<file path="src/rtl/ucsbece154a_multicycle_controller.sv">
// ucsbece154a_multicycle_controller
//   Moore-style sequencing FSM for a multicycle RV32I-subset core with a
//   shared instruction/data memory that can stall through mem_ready_i.
//   Supports lw, sw, R-type, I-type ALU, beq, jal and lui.
// Ports:
//   clk, reset        : clock and synchronous active-high reset
//   op_i, funct3_i,
//   funct7b5_i        : instruction fields taken from IR
//   zero_i            : ALU zero flag (used for beq)
//   mem_ready_i       : memory access completes this cycle
//   PCWrite_o .. RegWrite_o : datapath enables and mux selects
//   state_o           : current FSM state (debug)
//   illegal_o         : sticky unsupported-instruction flag
module ucsbece154a_multicycle_controller (
  input  logic       clk,
  input  logic       reset,
  input  logic [6:0] op_i,
  input  logic [2:0] funct3_i,
  input  logic       funct7b5_i,
  input  logic       zero_i,
  input  logic       mem_ready_i,
  output logic       PCWrite_o,
  output logic       AdrSrc_o,
  output logic       MemWrite_o,
  output logic       IRWrite_o,
  output logic [1:0] ResultSrc_o,
  output logic [1:0] ALUSrcA_o,
  output logic [1:0] ALUSrcB_o,
  output logic [2:0] ImmSrc_o,
  output logic [2:0] ALUControl_o,
  output logic       RegWrite_o,
  output logic [3:0] state_o,
  output logic       illegal_o
);

  typedef enum logic [3:0] {
    S_FETCH    = 4'd0,
    S_DECODE   = 4'd1,
    S_MEMADR   = 4'd2,
    S_MEMREAD  = 4'd3,
    S_MEMWB    = 4'd4,
    S_MEMWRITE = 4'd5,
    S_EXECR    = 4'd6,
    S_EXECI    = 4'd7,
    S_ALUWB    = 4'd8,
    S_BEQ      = 4'd9,
    S_JAL      = 4'd10,
    S_LUI      = 4'd11
  } state_t;

  localparam logic [6:0] OP_LW   = 7'b0000011;
  localparam logic [6:0] OP_SW   = 7'b0100011;
  localparam logic [6:0] OP_R    = 7'b0110011;
  localparam logic [6:0] OP_I    = 7'b0010011;
  localparam logic [6:0] OP_BEQ  = 7'b1100011;
  localparam logic [6:0] OP_JAL  = 7'b1101111;
  localparam logic [6:0] OP_LUI  = 7'b0110111;

  localparam logic [2:0] ALU_ADD = 3'b000;
  localparam logic [2:0] ALU_SUB = 3'b001;
  localparam logic [2:0] ALU_AND = 3'b010;
  localparam logic [2:0] ALU_OR  = 3'b011;
  localparam logic [2:0] ALU_SLT = 3'b101;

  state_t     r_state;
  state_t     w_next;
  logic       r_illegal;
  logic       w_illegal_evt;
  logic       w_alu_ok;
  logic [2:0] w_alu_ctl;

  logic       w_pcw, w_adr, w_mw, w_irw, w_rw;
  logic [1:0] w_rs, w_sa, w_sb;
  logic [2:0] w_imm, w_alu;

  // ALU operation decode for the EXEC states; unknown funct3 flags illegal
  always_comb begin
    w_alu_ok  = 1'b1;
    w_alu_ctl = ALU_ADD;
    case (funct3_i)
      3'b000: begin
        // op_i[5] separates R-type (sub possible) from addi
        if (funct7b5_i & op_i[5]) begin
          w_alu_ctl = ALU_SUB;
        end else begin
          w_alu_ctl = ALU_ADD;
        end
      end
      3'b010: w_alu_ctl = ALU_SLT;
      3'b110: w_alu_ctl = ALU_OR;
      3'b111: w_alu_ctl = ALU_AND;
      default: begin
        w_alu_ok  = 1'b0;
        w_alu_ctl = ALU_ADD;
      end
    endcase
  end

  // Next-state logic and detection of unsupported instructions
  always_comb begin
    w_next        = S_FETCH;
    w_illegal_evt = 1'b0;
    case (r_state)
      S_FETCH:    w_next = mem_ready_i ? S_DECODE : S_FETCH;
      S_DECODE: begin
        case (op_i)
          OP_LW, OP_SW: w_next = S_MEMADR;
          OP_R:         w_next = S_EXECR;
          OP_I:         w_next = S_EXECI;
          OP_BEQ:       w_next = S_BEQ;
          OP_JAL:       w_next = S_JAL;
          OP_LUI:       w_next = S_LUI;
          default: begin
            w_next        = S_FETCH;
            w_illegal_evt = 1'b1;
          end
        endcase
      end
      S_MEMADR:   w_next = (op_i == OP_SW) ? S_MEMWRITE : S_MEMREAD;
      S_MEMREAD:  w_next = mem_ready_i ? S_MEMWB : S_MEMREAD;
      S_MEMWB:    w_next = S_FETCH;
      S_MEMWRITE: w_next = mem_ready_i ? S_FETCH : S_MEMWRITE;
      S_EXECR, S_EXECI: begin
        // a bad funct3 is flagged but the instruction still writes back
        w_next        = S_ALUWB;
        w_illegal_evt = ~w_alu_ok;
      end
      S_ALUWB:    w_next = S_FETCH;
      S_BEQ:      w_next = S_FETCH;
      S_JAL:      w_next = S_ALUWB;
      S_LUI:      w_next = S_ALUWB;
      default:    w_next = S_FETCH;
    endcase
  end

  // Moore output decode; only FETCH (mem_ready_i) and BEQ (zero_i) look at inputs
  always_comb begin
    w_pcw = 1'b0;   w_adr = 1'b0;   w_mw  = 1'b0;   w_irw = 1'b0;   w_rw = 1'b0;
    w_rs  = 2'b00;  w_sa  = 2'b00;  w_sb  = 2'b00;
    w_imm = 3'b000; w_alu = ALU_ADD;
    case (r_state)
      S_FETCH: begin
        w_sb  = 2'b10;
        w_rs  = 2'b10;
        w_pcw = mem_ready_i;
        w_irw = mem_ready_i;
      end
      S_DECODE: begin
        w_sa  = 2'b01;
        w_sb  = 2'b01;
        w_imm = (op_i == OP_JAL) ? 3'b011 : 3'b010;
      end
      S_MEMADR: begin
        w_sa  = 2'b10;
        w_sb  = 2'b01;
        w_imm = (op_i == OP_SW) ? 3'b001 : 3'b000;
      end
      S_MEMREAD:  w_adr = 1'b1;
      S_MEMWB: begin
        w_rs = 2'b01;
        w_rw = 1'b1;
      end
      S_MEMWRITE: begin
        w_adr = 1'b1;
        w_mw  = 1'b1;
      end
      S_EXECR: begin
        w_sa  = 2'b10;
        w_alu = w_alu_ctl;
      end
      S_EXECI: begin
        w_sa  = 2'b10;
        w_sb  = 2'b01;
        w_alu = w_alu_ctl;
      end
      S_ALUWB:    w_rw = 1'b1;
      S_BEQ: begin
        w_sa  = 2'b10;
        w_alu = ALU_SUB;
        w_pcw = zero_i;
      end
      S_JAL: begin
        w_sa  = 2'b01;
        w_sb  = 2'b10;
        w_pcw = 1'b1;
      end
      S_LUI: begin
        w_sa  = 2'b11;
        w_sb  = 2'b01;
        w_imm = 3'b100;
      end
      default: begin
        // unreachable encodings behave like FETCH
        w_sb  = 2'b10;
        w_rs  = 2'b10;
        w_pcw = mem_ready_i;
        w_irw = mem_ready_i;
      end
    endcase
  end

  // State register and sticky illegal flag; reset has priority over a fault
  always_ff @(posedge clk) begin
    if (reset) begin
      r_state   <= S_FETCH;
      r_illegal <= 1'b0;
    end else begin
      r_state <= w_next;
      if (w_illegal_evt) begin
        r_illegal <= 1'b1;
      end
    end
  end

  // enables are suppressed while reset is held so nothing architectural changes
  assign PCWrite_o    = w_pcw & ~reset;
  assign IRWrite_o    = w_irw & ~reset;
  assign MemWrite_o   = w_mw  & ~reset;
  assign RegWrite_o   = w_rw  & ~reset;
  assign AdrSrc_o     = w_adr;
  assign ResultSrc_o  = w_rs;
  assign ALUSrcA_o    = w_sa;
  assign ALUSrcB_o    = w_sb;
  assign ImmSrc_o     = w_imm;
  assign ALUControl_o = w_alu;
  assign state_o      = r_state;
  assign illegal_o    = r_illegal;

endmodule

</file>
<file path="config.mk">
export PLATFORM = sky130hd
export DESIGN_NAME = ucsbece154a_multicycle_controller
export DESIGN_NICKNAME = d
export VERILOG_FILES = /design/src/rtl/ucsbece154a_multicycle_controller.sv
export SDC_FILE = /design/constraint.sdc
export NUM_CORES = 1
export LEC_CHECK = 0
export CORE_MARGIN = 1
export CORE_UTILIZATION = 41
export DETAILED_ROUTE_END_ITERATION = 8
export PLACE_DENSITY = 0.85
export SYNTH_ARGS = -nofsm -noshare
export SYNTH_HDL_FRONTEND = slang
export SYNTH_SLANG_ARGS = --single-unit
</file>
<file path="constraint.sdc">
create_clock -name clk -period 2.5 [get_ports clk]
set_input_delay 0.625 -clock clk [delete_from_list [all_inputs] [get_ports clk]]
set_output_delay 0.625 -clock clk [all_outputs]
set_load 0.005 [all_outputs]
</file>
==> results.cfg, run 1 <==
[status]
status = finished, final reports clean

[sta]
finalSetupViolCount = 0
hold_viol = 0
fin_setup_tns_ps = 0
slew_violations = 0
min_period_ps = 2450
finalCritPeriodShare_pct = 97.9
fmax_mhz = 408
tightest_slew_ps = 543
grt_setup_unrepaired = false
finClkSkew_ps = 12.2
hold_slack_ps = 557
max_slew_margin_pct = 62.8

[routing]
vias = 1105
wl_per_cell_um = 15.2
drtIter0Drc = 42
first_pass_iters = 4
via_per_inst = 6.04
drcViolationCount = 0
totalWireLength_mm = 2.79
ant_nets = 0

[synth]
ys_seq_elements = 5
netlist_instances = 108
yosysTopAreaCell = dfxtp_1
synth_largest_type_area_fraction_pct = 14.4
synthesis.area_um2 = 696
synth_commonest_cells = 15 x nand2_1, 11 x nor2_1, 9 x a21oi_1
ys_types = 37
synth_flop_cell = dfxtp_1
yosysSeqAreaShare_pct = 14.4
synth_area_leaders = dfxtp_1 14%, nand2_1 8.1%, nand2b_1 7.2%, a21oi_1 6.5%, nor2_1 5.9%
async_reset_ff_share_pct = 0
yosysMostFrequentCell = nand2_1
yosysWarnings = 0
synth_nets = 123
synth_edf_count = 0
avgSynthCellArea_um2 = 6.44

[clock_tree]
cts-root-buf = clkbuf_4
ctsHoldBuffers = 0
cts-buffers-inserted = 3
clock_latency_ps = 260
path_clk_slew_ps = 50
tritoncts = yes
h-tree-depth = 1
cts.sink_count = 5
cts_buffer_depth = 2

[critical_path]
crit_path_start_kind = input pin
cp-end-kind = output pin
cp_slowest_cell = clkdlybuf4s50_1
path_cells = clkdlybuf4s50_1, nand2_1, mux2_2, o32ai_2, buf_2
cp_data_arrival_time_ps = 1820
slowest_delay_ps = 490
cp.required_ps = 1880
cp_max_fo = 2
crit_type = input pin to output pin

[power]
internal_power_w = 0.000215
power_density_mw_per_mm2 = 242
ir_drop_mv = 0.193
pwr-share-comb_pct = 40.5
sw_frac_of_total_pct = 30.9
pwr-share-clk_pct = 32.2
power.share.sequential_pct = 27.3
leakagePower_nw = 0.569
p_switching_w = 0.0000963

[floorplanning]
start_util_pct = 45.1
core_mm2 = 0.00154
die_x_um = 43.2
die-area_mm2 = 0.00187
num_rows = 14
die_height_um = 43.2
io_pins = 37

[flow_run]
maxCapViolations = 0

[global_routing]
first_global_vias = 975
grt_overflow = 0
grt_pass1_wl_mm = 4.31
grt_use_total_pct = 29.5
grt_max_degree = 13
antenna_found_initial = 0

[placement]
port_buffers = 36
dp_cells = 177
gp_congestion = 0.874
post-dp-hpwl_mm = 2.05

[layout]
synthToLayoutAreaGrowth_pct = 85.3
final_cells = 183
final_util_pct = 83.6
layout-drive-gt1-share_pct = 24.6
num-nets-final = 183
antenna_cells = 0

[hold_path]
min_path_type = flop to flop
==> through the flow <==
step	cell area (um2)	total power (W)	setup slack, ps
final	1290	0.000312	51.3
after global routing	1290	0.000328	13.9
after CTS	1260	0.000310	-19.6
after detailed placement	1230	0.000207	-416
after global placement	1230	0.000203	-382
after floorplan	696	0.000128	427
==> area by class of cell <==
type / instances / area [um2]
multi-input cells: 92 / 572
repair buffers: 62 / 554
fillers: 97 / 253
flip-flops and latches: 5 / 101
clock buffers: 4 / 26.3
well taps: 16 / 20.0
inverters: 4 / 15.0
==> worst max-delay path, delay by kind of cell <==
family	cells	cell delay [ps]
buffers and inverters	2	650
muxes	1	270
AOI/OAI and AO/OA	1	200
and+or+nand+nor	1	60
==> routing by layer <==
metal,part of all wire (%),GRT usage (%),vias up
li1,-,-,523
met1,42,38.2,515
met2,49,49.9,57
met3,7.1,4.68,10
met4,2.4,8.48,0
met5,0,0,-
==> worst paths after layout <==
check                          from                      to  slack, ps  cells after the start
max                     mem_ready_i               PCWrite_o         50                      5
min          illegal_o$_SDFFE_PP0P_  illegal_o$_SDFFE_PP0P_        560                      2
max reg2reg   state_o[1]$_SDFF_PP0_   state_o[1]$_SDFF_PP0_        950                      5
min reg2reg  illegal_o$_SDFFE_PP0P_  illegal_o$_SDFFE_PP0P_        560                      2
==> state kept, by name, indices dropped and copies added (netlist names) <==
register / flops
illegal_o: 1
state_o: 4
==> cells by family after synthesis <==
kind of cell,synth area share (%)
simple gates,41.0
mux,3.24
compound gates,35.3
flops,14.4
buf+inv,6.11
==> timing repair <==
action | in CTS | in global routing
gates resized for setup | 18 | 13
buffers inserted | 1 | 1
pin swaps | 1 | 2
endpoints found under the setup margin | 7 | 6
==> power by group through the flow <==
stage | clock network (W) | logic [W] | registers, W
after floorplan | 0 | 0.0000421 | 0.0000858
after global placement | 0 | 0.000117 | 0.0000860
final | 0.000100 | 0.000126 | 0.0000852
after detailed placement | 0 | 0.000121 | 0.0000861
after CTS | 0.000103 | 0.000122 | 0.0000846
after global routing | 0.000107 | 0.000135 | 0.0000853
==> placed cells by master, fill, tap and decap left out, types with 5 or more instances in the layout <==
master and n:
a21oi_1 9, buf_4 24, clkdlybuf4s50_1 23, dlygate4sd2_1 5, dlymetal6s2s_1 5, nand2_1 14, nand2b_1 8, nor2_1 11
o21ai_0 6
No activity file was read; power rests on OpenSTA's default activity.
==> inputs of run 2 (changes only) <==
Settings changed: CORE_MARGIN 1 to unset.
==> results of run 2 <==
The final DEF is identical to that of run 1; final timing and power are the same.
